$ cat config.mk
export PLATFORM = sky130hd
export DESIGN_NAME = melody_sequencer
export DESIGN_NICKNAME = d
export VERILOG_FILES = /design/src/rtl/audio_pkg.sv /design/src/rtl/melody_rom.sv /design/src/rtl/melody_sequencer.sv
export SDC_FILE = /design/constraint.sdc
export NUM_CORES = 1
export LEC_CHECK = 0
export BUFFER_PORTS_ARGS = -buffer_cell sky130_fd_sc_hd__buf_2
export CAP_MARGIN = 20
export CORE_UTILIZATION = 45
export DETAILED_ROUTE_END_ITERATION = 10
export GPL_ROUTABILITY_DRIVEN = 1
export HOLD_SLACK_MARGIN = 0.06
export PLACE_DENSITY = 0.75
export SYNTH_ARGS = -nofsm -noshare
export SYNTH_HDL_FRONTEND = slang
export SYNTH_SLANG_ARGS = --single-unit
export TNS_END_PERCENT = 50
$ cat constraint.sdc
create_clock -name system_CLK -period 3.35 [get_ports system_CLK]
set_input_delay 0.1675 -clock system_CLK [delete_from_list [all_inputs] [get_ports system_CLK]]
set_output_delay 0.1675 -clock system_CLK [all_outputs]
set_load 0.02 [all_outputs]
$ cat src/rtl/audio_pkg.sv
// Shared definitions for the tone-generation path.
// - state_e: melody sequencer FSM states.
// - NOTE_*: note codes understood by the divider's code-to-divisor lookup.
//   NOTE_REST (0) means silence.
// - is_active: true while a melody is being played.
package audio_pkg;

  typedef enum logic [1:0] {
    ST_IDLE = 2'd0,
    ST_PLAY = 2'd1,
    ST_GAP  = 2'd2,
    ST_DONE = 2'd3
  } state_e;

  localparam logic [31:0] NOTE_REST = 32'd0;
  localparam logic [31:0] NOTE_C4   = 32'd1;
  localparam logic [31:0] NOTE_D4   = 32'd3;
  localparam logic [31:0] NOTE_E4   = 32'd5;
  localparam logic [31:0] NOTE_F4   = 32'd6;
  localparam logic [31:0] NOTE_G4   = 32'd7;
  localparam logic [31:0] NOTE_A4   = 32'd9;
  localparam logic [31:0] NOTE_B4   = 32'd11;
  localparam logic [31:0] NOTE_C5   = 32'd12;

  function automatic logic is_active(state_e s);
    return (s == ST_PLAY) || (s == ST_GAP);
  endfunction

endpackage

$ cat src/rtl/melody_rom.sv
// Melody table as a combinational ROM.
// Ports:
//   index [7:0]  in   melody entry to look up
//   code  [31:0] out  note code; NOTE_REST for entries at or beyond LEN
// Swap the case body to change the tune; the sequencer is untouched.
module melody_rom
  import audio_pkg::*;
#(
  parameter int unsigned LEN = 16
) (
  input  logic [7:0]  index,
  output logic [31:0] code
);

  always_comb begin
    code = NOTE_REST;
    if (32'(index) < LEN) begin
      case (index)
        8'd0:    code = NOTE_E4;
        8'd1:    code = NOTE_REST;
        8'd2:    code = NOTE_G4;
        8'd3:    code = NOTE_A4;
        8'd4:    code = NOTE_G4;
        8'd5:    code = NOTE_E4;
        8'd6:    code = NOTE_C4;
        8'd7:    code = NOTE_D4;
        8'd8:    code = NOTE_E4;
        8'd9:    code = NOTE_E4;
        8'd10:   code = NOTE_D4;
        8'd11:   code = NOTE_REST;
        8'd12:   code = NOTE_F4;
        8'd13:   code = NOTE_A4;
        8'd14:   code = NOTE_C5;
        8'd15:   code = NOTE_B4;
        default: code = NOTE_REST;
      endcase
    end
  end

endmodule

$ cat src/rtl/melody_sequencer.sv
// Steps through the melody ROM at a fixed tempo and drives the divider.
// Ports:
//   system_CLK       in   system clock
//   reset            in   synchronous active-high reset
//   start            in   pulse: (re)start playback at entry 0
//   stop             in   pulse: abort playback (wins over start)
//   loop             in   level: wrap after the last entry instead of finishing
//   value   [31:0]   out  note code for the divider (0 = rest)
//   note_on          out  audio gate
//   index   [7:0]    out  current melody entry
//   busy             out  high while playing (PLAY or GAP)
//   done             out  one-cycle pulse when a non-looping melody ends
// Each slot is NOTE_CYC cycles: PLAY for NOTE_CYC-GAP_CYC, then GAP.
module melody_sequencer
  import audio_pkg::*;
#(
  parameter int unsigned NOTE_CYC = 25_000_000,
  parameter int unsigned GAP_CYC  = 2_500_000,
  parameter int unsigned LEN      = 16
) (
  input  logic        system_CLK,
  input  logic        reset,
  input  logic        start,
  input  logic        stop,
  input  logic        loop,
  output logic [31:0] value,
  output logic        note_on,
  output logic [7:0]  index,
  output logic        busy,
  output logic        done
);

  localparam logic [31:0] PLAY_END = 32'(NOTE_CYC - GAP_CYC - 1);
  localparam logic [31:0] SLOT_END = 32'(NOTE_CYC - 1);
  localparam logic [7:0]  LAST_IDX = 8'(LEN - 1);

  state_e      state_q, state_d;
  logic [31:0] slot_cnt_q, slot_cnt_d;
  logic [7:0]  index_q, index_d;
  logic [31:0] value_q, value_d;
  logic        note_on_q, note_on_d;
  logic        busy_q, busy_d;
  logic        done_q, done_d;
  logic [31:0] rom_code;

  // Look up the entry that will be current next cycle so value is
  // registered on the same edge that starts the slot.
  melody_rom #(.LEN(LEN)) u_rom (
    .index (index_d),
    .code  (rom_code)
  );

  always_comb begin
    state_d    = state_q;
    slot_cnt_d = slot_cnt_q;
    index_d    = index_q;
    done_d     = 1'b0;

    if (stop) begin
      state_d    = ST_IDLE;
      slot_cnt_d = 32'd0;
      index_d    = 8'd0;
    end else if (start) begin
      state_d    = ST_PLAY;
      slot_cnt_d = 32'd0;
      index_d    = 8'd0;
    end else begin
      case (state_q)
        ST_PLAY: begin
          slot_cnt_d = slot_cnt_q + 32'd1;
          if (slot_cnt_q == PLAY_END) state_d = ST_GAP;
        end
        ST_GAP: begin
          if (slot_cnt_q == SLOT_END) begin
            slot_cnt_d = 32'd0;
            if (index_q < LAST_IDX) begin
              index_d = index_q + 8'd1;
              state_d = ST_PLAY;
            end else if (loop) begin
              index_d = 8'd0;
              state_d = ST_PLAY;
            end else begin
              // Last entry stays on index; the melody is finished.
              state_d = ST_DONE;
              done_d  = 1'b1;
            end
          end else begin
            slot_cnt_d = slot_cnt_q + 32'd1;
          end
        end
        ST_DONE: state_d = ST_IDLE;
        default: state_d = ST_IDLE;
      endcase
    end

    busy_d    = is_active(state_d);
    value_d   = busy_d ? rom_code : NOTE_REST;
    note_on_d = (state_d == ST_PLAY) && (value_d != NOTE_REST);
  end

  always_ff @(posedge system_CLK) begin
    if (reset) begin
      state_q    <= ST_IDLE;
      slot_cnt_q <= 32'd0;
      index_q    <= 8'd0;
      value_q    <= NOTE_REST;
      note_on_q  <= 1'b0;
      busy_q     <= 1'b0;
      done_q     <= 1'b0;
    end else begin
      state_q    <= state_d;
      slot_cnt_q <= slot_cnt_d;
      index_q    <= index_d;
      value_q    <= value_d;
      note_on_q  <= note_on_d;
      busy_q     <= busy_d;
      done_q     <= done_d;
    end
  end

  assign value   = value_q;
  assign note_on = note_on_q;
  assign index   = index_q;
  assign busy    = busy_q;
  assign done    = done_q;

endmodule

## Word-level counts from Yosys, hierarchy flattened

Memories as Yosys holds them, arrays and structs flattened.
Index checks and enable logic that the tools add are counted.
W data, S select, Z words.

| word-level totals | value |
|---|---|
| bits in registers | 77 |
| ROM bits | 64 |
| input port bits | 5 |
| output and inout bits | 43 |
| word-level logic and storage cells | 46 |
| memories | 1 |

Memories:

| name | depth | bits a word | rd ports | clocked after Yosys merged registers in | write ports | line | source |
|---|---|---|---|---|---|---|---|
| (no name shown) | 16 | 4 | 1 | 0 | 0 | melody_rom.sv:18 | `case (index)` |

| cells by class | value |
|---|---|
| add/sub/neg operators | 2 |
| magnitude comparators | 2 |
| equality and inequality tests | 6 |
| multiplexer cells | 19 |
| bitwise gates (word level) | 2 |
| reductions and logical operators | 7 |

Operator list:

| operator | number |
|---|---|
| $mux W32 | 4 |
| $eq A32 B25 Y1 const B | 2 |
| $pmux W32 S2 | 1 |
| $mux W8 | 6 |
| $add A32 B1 Y32 const B | 1 |
| $reduce_bool A32 Y1 | 1 |
| $mux W2 | 6 |
| $add A8 B1 Y8 const B | 1 |
| $lt A8 B4 Y1 const B | 1 |
| $lt A8 B5 Y1 const B | 1 |
| $reduce_or A6 Y1 | 1 |
| $eq A2 B1 Y1 const B | 2 |
| $eq A2 B2 Y1 const B | 2 |
| $logic_not A4 Y1 | 1 |
| $pmux W2 S2 | 1 |
| $reduce_or A3 Y1 | 1 |
| $not A1 Y1 | 2 |
| $reduce_bool A2 Y1 | 1 |
| $logic_and A1 B1 Y1 | 1 |
| $logic_or A1 B1 Y1 | 1 |
| $mux W1 | 1 |

## Longest topological paths before layout

Gate-level depths: netlist of the first run.

| logic depth | value |
|---|---|
| depth in word-level cells | 12 |
| gate-level depth with buffers | 14 |
| gate-level depth less buffers | 14 |

## By module

From an unflattened synthesis of the first run, not the netlist that was laid out.

| second synthesis, totals | value |
|---|---|
| cell total of the unflattened synthesis | 391 |
| area, all modules | 3,584.7 um^2 |

By module, submodules not included:

| module | instances | cells each | area each (um^2) | sequential area each (um^2) |
|---|---|---|---|---|
| melody_sequencer | 1 | 341 | 3,220.6 | 1,541.5 |
| melody_rom | 1 | 50 | 364.1 | 0.0 |

## Worst setup path before layout of the first run

OpenSTA, ideal clock, no wires.

| timing | value |
|---|---|
| path type | reg-to-reg |
| start point | reg slot_cnt_q[19] |
| end point | reg note_on_q (netlist: note_on) |
| setup time | 0.059 ns |
| arrival time | 2.834 ns |
| required time | 3.291 ns |
| setup slack | 0.457 ns |
| cell stages (with the launch flop) | 14 |
| path buffers | 0 |
| clock period less this slack | 2.893 ns |
| path through | dfxtp_1 or4b_1 or4_1 nor4_1 nor2b_1 o21ai_0 a21oi_1 nor2_1 nor2_1 ha_1 a21oi_1 nand2_1 nor3_1 o311a_1 |

| on the way | value |
|---|---|
| elaborated cells between the ends (all ways) | 22 |
| those cells by class | order compare (1); eq/ne (4); mux (12); reduce/logical (4); memory (1) |

RTL lines:

| what | line | source |
|---|---|---|
| start, declared | melody_sequencer.sv:38 | `logic [31:0] slot_cnt_q, slot_cnt_d;` |
| start signal, assigned | melody_sequencer.sv:112 | `slot_cnt_q <= slot_cnt_d;` |
| $eq A32 B25 Y1 (on tied branches) | melody_sequencer.sv:74, melody_sequencer.sv:71 |  |
| $mux W2 (on tied branches) | melody_sequencer.sv:74, melody_sequencer.sv:71 |  |
| $pmux W2 S2 (*) | melody_sequencer.sv:68 | `case (state_q)` |
| $mux W2 (*) | melody_sequencer.sv:63 | `end else if (start) begin` |
| $mux W2 (*) | melody_sequencer.sv:59 | `if (stop) begin` |
| net state_d[0] | melody_sequencer.sv:37 | `state_e state_q, state_d;` |
| $eq A2 B1 Y1 or $eq A2 B2 Y1 (tied branches) | audio_pkg.sv:26, melody_sequencer.sv:98 |  |
| $logic_or A1 B1 Y1 | audio_pkg.sv:26 | `return (s == ST_PLAY) \|\| (s == ST_GAP);` |
| $mux W32 | melody_sequencer.sv:97 | `value_d = busy_d ? rom_code : NOTE_REST;` |
| $reduce_bool A32 Y1 | melody_sequencer.sv:98 | `note_on_d = (state_d == ST_PLAY) && (value_d != NOTE_REST);` |
| $logic_and A1 B1 Y1 (*) | melody_sequencer.sv:98 |  |
| end signal, assigned | melody_sequencer.sv:115 | `note_on_q <= note_on_d;` |
| end, declared | melody_sequencer.sv:41 | `logic note_on_q, note_on_d;` |

Mark *: on every way through the listed nets, which the timed path passes. The rest lies on a longest branch.
A chain may end at the register's enable or synchronous reset.

## Worst setup path after layout of the first run

| timing | value |
|---|---|
| start point | reg slot_cnt_q[24] |
| end point | reg note_on_q (netlist: note_on) |

| on the way | value |
|---|---|
| cells in the longest elaborated chain, start to end | 11 |
| elaborated cells between the ends (all ways) | 22 |
| those cells by class | order compare (1); eq/ne (4); mux (12); reduce/logical (4); memory (1) |

RTL lines:

| what | line | source |
|---|---|---|
| $eq A32 B25 Y1 (*) | melody_sequencer.sv:74 | `if (slot_cnt_q == SLOT_END) begin` |
| $mux W8 (*) | melody_sequencer.sv:74 |  |
| $mux W8 (*) | melody_sequencer.sv:68 |  |
| $mux W8 (*) | melody_sequencer.sv:63 |  |
| $mux W8 (*) | melody_sequencer.sv:59 |  |
| net index_d[0] | melody_sequencer.sv:39 | `logic [7:0] index_q, index_d;` |
| $mem_v2 Z16 W4 | - |  |
| $mux W32 | melody_rom.sv:18 |  |
| $mux W32 (*) | melody_rom.sv:17 | `if (32'(index) < LEN) begin` |
| $mux W32 (*) | melody_sequencer.sv:97 |  |
| $reduce_bool A32 Y1 (*) | melody_sequencer.sv:98 |  |
| $logic_and A1 B1 Y1 (*) | melody_sequencer.sv:98 |  |

Marks and branches as above.

==> flow_metrics.env, run 1 <==
export IMPL_slowest_delay_ns=0.44
export IMPL_synth_edff_count=0
export IMPL_fin_hold_ws_ns=0.0982
export IMPL_r2r_slack_ns=0.27
export IMPL_core_sq_um=5680
export IMPL_grt_pass1_wl_mm=9.15
export IMPL_synth_top_area_cell="dfxtp_1"
export IMPL_path_class="flop to flop"
export IMPL_power_leakage_nw=1.19
export IMPL_cp_end_kind="flop"
export IMPL_grt_pass1_vias=2007
export IMPL_drive_above_1_share_pct=13.5
export IMPL_synth_area_sq_um=2730
export IMPL_ys_flop_type="dfxtp_1"
export IMPL_yosys_area_top_type_share_pct=36.0
export IMPL_period_share_pct=92.0
export IMPL_die_w_um=79.8
export IMPL_fp_dieArea_sq_um=6370
export IMPL_grtUsageTotal_pct=18.1
export IMPL_firstDrtPassIters=4
export IMPL_period_needed_ns=3.08
export IMPL_ys_seq_elements=49
export IMPL_hold_violations=0
export IMPL_synth_async_reset_ratio_pct=0
export IMPL_gp_congestion=0.896
export IMPL_antenna_found_initial=0
export IMPL_vdd_drop_max_mv=0.301
export IMPL_io_buffers=19
export IMPL_boundaryPins=48
export IMPL_cap_violations=0
export IMPL_hpwl_mm=4.20
export IMPL_setup_tns_final_ns=0
export IMPL_final_core_util_pct=52.8
export IMPL_max_clock_freq_mhz=325
export IMPL_min_path_type="input port to flop"
export IMPL_ys_types=49
export IMPL_area_delta_synth_final_pct=9.91
export IMPL_setup_violations=0
export IMPL_via_per_inst=5.32
export IMPL_fp_dieH_um=79.8
export IMPL_ys_warn_count=0
export IMPL_vias=2276
export IMPL_nets=370
export IMPL_insertion_delay_ns=0.31
export IMPL_critPathLaunchType="flop"
export IMPL_ys_top_cells_by_area="dfxtp_1, buf_4, xor2_1"
export IMPL_power_density_nw_per_um2=378
export IMPL_path_clk_slew_ns=0.09
export IMPL_initial_core_util_pct=48.0
export IMPL_grt_overflow=0
export IMPL_yosysSeqAreaShare_pct=36.0
export IMPL_drtIter0Drc=221
export IMPL_cp_cell_sequence="nor4b_2, nand4_2, or3_4, o31ai_1, and2_2, ha_1, inv_1, mux2_1, nor3_1, nor3_1, o311a_1"
export IMPL_cp_data_arrival_time_ns=3.28
export IMPL_crit_top_cell="nor3_1"
export IMPL_status="finished, final reports clean"
export IMPL_diodes=0
export IMPL_clockBufferDepth=2
export IMPL_cts_tree="yes"
export IMPL_wire_per_inst_um=12.9
export IMPL_critPathRequiredTime_ns=3.55
export IMPL_slowest_stage="or3_4"
export IMPL_clk_root_buffer_cell="clkbuf_8"
export IMPL_cts_max_level=2
export IMPL_cts_hold_buf=0
export IMPL_antenna_left=0
export IMPL_skew_ns=0.00962
export IMPL_wirelength_mm=5.51
export IMPL_grt_setup_unrepaired="false"
export IMPL_cts_sinks=49
export IMPL_synthCells=326
export IMPL_rows=27
export IMPL_finalMaxSlewViolations=0
export IMPL_route_detailed_drc=0
export IMPL_synth_area_per_cell_sq_um=8.36
export IMPL_cts_buffers=5
export IMPL_grt_max_degree=33
export IMPL_cp_max_fo=5
## Yosys cell counts (2+ instances only)
master    number
nand3_1       12
xnor2_1        6
and4bb_2       2
nor2_1        47
o41ai_1        2
nor3_1         8
and2_1         3
nand4_1        7
nand4b_1       4
nand2_1       28
and4b_1        2
nor2b_1        3
dfxtp_1       49
clkbuf_1       5
or4b_1         4
or3_1          6
o21ai_0        9
a21oi_1       10
or4_1          2
inv_1         12
nor4_1         6
xor2_1        21
mux2i_1        4
ha_1          10
buf_4         28
and3_1        13
## logic make-up after synthesis
family / after synthesis / share of synthesized area, %
mux: 5 / 1.88
compound gates: 31 / 7.21
flops: 49 / 36.0
other cells: 1 / 0.138
fa+ha+maj: 10 / 4.59
xor+xnor: 27 / 8.67
buf+inv: 46 / 10.2
simple gates: 157 / 31.3
## power by group
part | switching, W | total [W] | leakage, nW | internal (W)
sequential | 0.000000758 | 0.000585 | 0.396 | 0.000584
combinational | 0.0000457 | 0.0000540 | 0.722 | 0.00000834
clock | 0.000198 | 0.000494 | 0.0681 | 0.000297
## final timing paths
| check | startpoint | cells past startpoint | end |
|---|---|---|---|
| worst max-delay path | slot_cnt_q[24] | 11 | note_on |
| worst min-delay path | stop | 2 | state_q[0] |
| worst max register to register | slot_cnt_q[24] | 11 | note_on |
| worst min register to register | index[4] | 1 | index[4] |
## final cells by class
type	instances	area, sq um
clock inverter	3	65.1
sequential	49	982
clock buffer	5	68.8
fill	540	2680
multi-input combinational	258	1580
tap	72	90.1
inverter	13	48.8
timing repair buffer	28	163
## registers in the layout, summed over array words and instances (netlist names)
signal	cells
note_on	1
slot_cnt_q	32
busy	1
state_q	2
index	8
value	4
done	1
## layer usage
metal  part of all wire (%)  wire length, um  vias up  global-route usage (%)
met5                      0                0        -                       0
met4                    1.3               72        0                    5.18
met3                    5.4              295        7                    4.11
met2                     47             2610       65                    30.7
met1                     46             2530     1070                    22.9
li1                       -                -     1134                       -
## metrics by stage
step,total power (W),instances,setup WS (ns),instance area [sq um]
after floorplan,0.000667,353,0.457,2830
after global placement,0.000652,420,0.290,2860
after detailed placement,0.000652,420,0.254,2860
after CTS,0.00114,428,0.191,2990
after global routing,0.00118,428,0.0406,3000
final,0.00113,428,0.269,3000
## critical path, delay by kind of cell (launching register included)
family,cells,cell delay (ns)
AND/OR/NAND/NOR,6,1.48
AO/OA/AOI/OAI,2,0.63
flip-flops,1,0.40
multiplexers,1,0.27
adder cells (fa/ha/maj),1,0.15
buffers and inverters,1,0.04
## cell usage in the layout (no fill, tap or decap), types with 4 or more instances in the layout
cell	n
o21ai_0	9
and3_1	13
conb_1	28
xnor2_1	6
buf_4	9
nand4_1	7
a21oi_1	10
or3_1	6
ha_1	10
buf_2	19
nand4b_1	4
dfxtp_1	48
inv_1	12
nand2_1	28
or4b_1	4
xor2_1	21
nor2_1	47
mux2i_1	4
nand3_1	12
nor4_1	5
nor3_1	8
clkbuf_8	5
## timing repair
action / 4_1_cts / 5_1_grt
buffers inserted: 0 / 0
gates resized for setup: 0 / 2
endpoints found under the setup margin: 0 / 3
(Power assumes the default switching activity.)
==> inputs of run 2 (changes only) <==
==> constraint.sdc (replaced) <==
create_clock -name system_CLK -period 3.4 [get_ports system_CLK]
set_input_delay 0.17 -clock system_CLK [delete_from_list [all_inputs] [get_ports system_CLK]]
set_output_delay 0.17 -clock system_CLK [all_outputs]
set_load 0.02 [all_outputs]
==> flow_metrics.env, run 2 (synthesized netlist as in run 1, its figures left out) <==
export IMPL_insertion_delay_ns=0.30
export IMPL_slowest_delay_ns=0.44
export IMPL_path_clk_slew_ns=0.08
export IMPL_route_detailed_drc=0
export IMPL_mostFrequentLayoutCells="dfxtp_1, nor2_1, nand2_1, conb_1, xor2_1"
export IMPL_diodes=0
export IMPL_hold_violations=0
export IMPL_wire_per_inst_um=12.8
export IMPL_initial_core_util_pct=48.0
export IMPL_core_sq_um=5680
export IMPL_period_share_pct=94.3
export IMPL_die_w_um=79.8
export IMPL_cts_buffers=5
export IMPL_vdd_drop_max_mv=0.151
export IMPL_min_from="stop"
export IMPL_final_common_cell="dfxtp_1"
export IMPL_r2r_end="note_on"
export IMPL_power_density_nw_per_um2=323
export IMPL_whs_endpoint="state_q[0]"
export IMPL_cp_data_arrival_time_ns=3.39
export IMPL_drtIter0Drc=227
export IMPL_regMostFlops="slot_cnt_q"
export IMPL_firstDrtPassIters=4
export IMPL_grt_max_degree=33
export IMPL_r2r_slack_ns=0.20
export IMPL_worstReg2RegStart="slot_cnt_q[23]"
export IMPL_max_clock_freq_mhz=312
export IMPL_wirelength_mm=5.43
export IMPL_clockBufferDepth=2
export IMPL_postCtsSetupBuffers=0
export IMPL_grt_pass1_wl_mm=9.17
export IMPL_drive_above_1_share_pct=12.2
export IMPL_antenna_left=0
export IMPL_crit_top_cell="nor3_1"
export IMPL_grt_overflow=0
export IMPL_critPathRequiredTime_ns=3.59
export IMPL_rr_worst_depth=11
export IMPL_nets=368
export IMPL_grt_pass1_vias=1957
export IMPL_path_class="flop to flop"
export IMPL_hpwl_mm=4.10
export IMPL_final_core_util_pct=51.5
export IMPL_gp_congestion=0.891
export IMPL_period_needed_ns=3.20
export IMPL_power_leakage_nw=1.15
export IMPL_grt_setup_unrepaired="false"
export IMPL_crit_buf_inv=1
export IMPL_cts_hold_buf=0
export IMPL_fp_dieH_um=79.8
export IMPL_finish_instance_area_sq_um=2920
export IMPL_finalMaxSlewViolations=0
export IMPL_holdPathStages=2
export IMPL_cts_tree="yes"
export IMPL_cp_cell_sequence="nor4b_2, nand4_2, or3_4, o31ai_1, and2_2, ha_1, inv_1, mux2_1, nor3_1, nor3_1, o311a_1"
export IMPL_slowest_stage="or3_4"
export IMPL_cts_max_level=2
export IMPL_io_buffers=19
export IMPL_cp_end_kind="flop"
export IMPL_rows=27
export IMPL_setup_violations=0
export IMPL_via_per_inst=5.25
export IMPL_grtUsageTotal_pct=18.3
export IMPL_fp_dieArea_sq_um=6370
export IMPL_post_cts_resized=0
export IMPL_setup_tns_final_ns=0
export IMPL_placed_cell_area_sq_um=2840
export IMPL_skew_ns=0.00340
export IMPL_clk_root_buffer_cell="clkbuf_8"
export IMPL_area_delta_synth_final_pct=7.11
export IMPL_boundaryPins=48
export IMPL_cts_sinks=49
export IMPL_cp_max_fo=7
export IMPL_cpLargestDelayFamily="simple AND/OR/NAND/NOR gates"
export IMPL_antenna_found_initial=0
export IMPL_status="finished, final reports clean"
export IMPL_largest_reg_flops=32
export IMPL_critPathLaunchType="flop"
export IMPL_cap_violations=0
export IMPL_vias=2226
export IMPL_min_path_type="input port to flop"
-- run 2: changes by cell type in the layout (fill, tap and decap cells not counted), sizes merged --
cell,change
buf,-2
bufinv,-2
-- run 2: how the worst max path moves through the flow --
stage                     cells past startpoint  endpoint  slack (ns)      startpoint
final                                        11   note_on        0.20  slot_cnt_q[23]
after CTS                                    11   note_on        0.24  slot_cnt_q[23]
after detailed placement                     11   note_on        0.26  slot_cnt_q[23]
after floorplan                              13   note_on        0.51  slot_cnt_q[19]
after global routing                         13   note_on        0.02  slot_cnt_q[19]
after global placement                       13   note_on        0.33  slot_cnt_q[17]
-- run 2: where the power goes --
part,leakage [nW],internal [W],switching [W]
Sequential,0.395,0.000575,0.000000760
Clock,0.0399,0.000136,0.000179
Combinational,0.711,0.00000825,0.0000449
Total,1.15,0.000719,0.000225
-- run 2: worst reg2reg max path, stage by stage (launching register included) --
cell	delay [ns]
dfxtp_1	0.38
nor4b_2	0.41
nand4_2	0.23
or3_4	0.44
o31ai_1	0.29
and2_2	0.24
ha_1	0.15
inv_1	0.03
mux2_1	0.28
nor3_1	0.20
nor3_1	0.11
o311a_1	0.33
-- run 2: final cells by class --
type	instances	area (sq um)
clock buffers	5	68.8
repair buffers	26	148
inverters	13	48.8
clock inverters	1	5.00
well taps	72	90.1
fillers	559	2760
flip-flops and latches	49	981
multi-input cells	258	1580
-- run 2: per-layer routing --
layer | GRT usage, % | vias to the layer above | wire [um]
li1 | - | 1126 | -
met1 | 24.6 | 1035 | 2570
met2 | 29.3 | 60 | 2570
met3 | 3.77 | 5 | 255
met4 | 5.71 | 0 | 36
met5 | 0 | - | 0
-- run 2: per-stage QoR --
| step | cells | power, W | worst slack [ns] | hold WS, ns |
|---|---|---|---|---|
| final | 424 | 0.000944 | 0.195 | 0.106 |
| after global routing | 424 | 0.000987 | 0.0151 | 0.103 |
| after CTS | 424 | 0.000958 | 0.243 | 0.0853 |
| after detailed placement | 418 | 0.000643 | 0.258 | 0.410 |
| after global placement | 418 | 0.000642 | 0.331 | 0.407 |
| after floorplan | 353 | 0.000657 | 0.507 | 0.242 |
==> inputs of run 3 (changes only) <==
--- a/config.mk
+++ b/config.mk
@@ -7,6 +7,7 @@
 export LEC_CHECK = 0
 export BUFFER_PORTS_ARGS = -buffer_cell sky130_fd_sc_hd__buf_2
 export CAP_MARGIN = 20
+export CORE_ASPECT_RATIO = 0.7
 export CORE_UTILIZATION = 45
 export DETAILED_ROUTE_END_ITERATION = 10
 export GPL_ROUTABILITY_DRIVEN = 1
==> flow_metrics.env, run 3 (synthesized netlist as in run 1, its figures left out) <==
export IMPL_status="finished, final reports clean"
export IMPL_insertion_delay_ns=0.30
export IMPL_whs_endpoint="state_q[0]"
export IMPL_fin_hold_ws_ns=0.100
export IMPL_finalMaxSlewViolations=0
export IMPL_io_buffers=19
export IMPL_diodes=0
export IMPL_cp_data_arrival_time_ns=3.42
export IMPL_setup_tns_final_ns=0
export IMPL_drive_above_1_share_pct=12.7
export IMPL_grt_pass1_vias=1988
export IMPL_cts_buffers=5
export IMPL_period_share_pct=93.1
export IMPL_firstDrtPassIters=5
export IMPL_initial_core_util_pct=47.1
export IMPL_regMostFlops="slot_cnt_q"
export IMPL_path_class="flop to flop"
export IMPL_drtIter0Drc=212
export IMPL_setup_violations=0
export IMPL_total_power_w=0.000963
export IMPL_cts_tree="yes"
export IMPL_antenna_found_initial=0
export IMPL_period_needed_ns=3.17
export IMPL_critPathRequiredTime_ns=3.65
export IMPL_via_per_inst=5.42
export IMPL_largest_reg_flops=32
export IMPL_worstReg2RegStart="slot_cnt_q[19]"
export IMPL_final_core_util_pct=51.2
export IMPL_fp_dieArea_sq_um=6380
export IMPL_min_from="stop"
export IMPL_cap_violations=0
export IMPL_mostFrequentLayoutCells="dfxtp_1, nor2_1, nand2_1, conb_1, xor2_1"
export IMPL_final_common_cell="dfxtp_1"
export IMPL_die_w_um=95.0
export IMPL_cp_max_fo=6
export IMPL_path_clk_slew_ns=0.08
export IMPL_min_path_type="input port to flop"
export IMPL_power_leakage_nw=1.17
export IMPL_vias=2325
export IMPL_holdPathStages=2
export IMPL_critPathLaunchType="flop"
export IMPL_cp_end_kind="flop"
export IMPL_area_delta_synth_final_pct=8.72
export IMPL_grt_setup_unrepaired="false"
export IMPL_fillers=548
export IMPL_multiInputGateArea_sq_um=1610
export IMPL_wirelength_mm=5.99
export IMPL_grt_max_degree=33
export IMPL_grt_overflow=0
export IMPL_cts_sinks=49
export IMPL_power_density_nw_per_um2=325
export IMPL_grt_pass1_wl_mm=9.81
export IMPL_wire_per_inst_um=14.0
export IMPL_r2r_slack_ns=0.23
export IMPL_r2r_end="note_on"
export IMPL_clockBufferDepth=2
export IMPL_hpwl_mm=4.43
export IMPL_clk_root_buffer_cell="clkbuf_8"
export IMPL_cts_max_level=2
export IMPL_rr_worst_depth=13
export IMPL_skew_ns=0.00231
export IMPL_rows=23
export IMPL_hold_violations=0
export IMPL_route_detailed_drc=0
export IMPL_boundaryPins=48
export IMPL_vdd_drop_max_mv=0.140
export IMPL_antenna_left=0
export IMPL_nets=368
export IMPL_max_clock_freq_mhz=316
export IMPL_gp_congestion=0.993
export IMPL_regArea_sq_um=981
export IMPL_fp_dieH_um=67.1
export IMPL_core_sq_um=5780
export IMPL_grtUsageTotal_pct=20.3
export IMPL_cts_hold_buf=0
-- run 3: metal layers --
layer	wire, um	track usage (%)
met1	2960	30.4
met2	2460	28.5
met3	453	3.54
met4	114	7.39
met5	0	0
-- run 3: area by class of cell --
| class | instances | area share, % |
|---|---|---|
| multi-input combinational | 258 | 54.4 |
| sequential | 49 | 33.1 |
| timing repair buffer | 26 | 4.98 |
| tap | 75 | 3.17 |
| clock buffer | 8 | 2.70 |
| inverter | 13 | 1.65 |
-- run 3: through the flow --
step,std cells,instance area (sq um),worst slack [ns]
6_report,429,2960,0.234
4_1_cts,429,2920,0.104
2_1_floorplan,353,2830,0.507
3_5_place_dp,421,2840,0.118
5_1_grt,429,2960,0.0321
3_3_place_gp,421,2840,0.341
-- run 3: worst max path at each step --
stage / startpoint / to / slack [ns] / depth (start not counted)
after global placement: slot_cnt_q[19] / note_on / 0.34 / 13
after global routing: slot_cnt_q[0] / note_on / 0.03 / 12
after CTS: slot_cnt_q[27] / note_on / 0.10 / 11
final: slot_cnt_q[19] / note_on / 0.23 / 13
after floorplan: slot_cnt_q[19] / note_on / 0.51 / 13
after detailed placement: slot_cnt_q[27] / note_on / 0.12 / 11
-- run 3: repair_timing --
action / 4_1_cts / 5_1_grt
setup endpoints to repair: 0 / 2
resized for setup: 0 / 6
setup buffers: 0 / 0
-- run 3: report_power, final --
| group | switching (W) | total [W] | internal, W | leakage (nW) |
|---|---|---|---|---|
| clock | 0.000186 | 0.000332 | 0.000147 | 0.0395 |
| sequential | 0.000000816 | 0.000576 | 0.000575 | 0.395 |
| combinational | 0.0000456 | 0.0000541 | 0.00000846 | 0.735 |
| total | 0.000232 | 0.000963 | 0.000730 | 1.17 |
-- run 3: worst max-delay path, cell delays in order, from the launching register on --
cell	delay [ns]
dfxtp_1	0.37
or4b_1	0.53
or4_1	0.50
nor4_2	0.33
nor2b_1	0.08
o21ai_0	0.15
a21oi_1	0.08
nor2_1	0.14
nor2_1	0.06
ha_1	0.30
a21oi_1	0.12
nand2_1	0.08
nor3_2	0.19
o311a_1	0.19
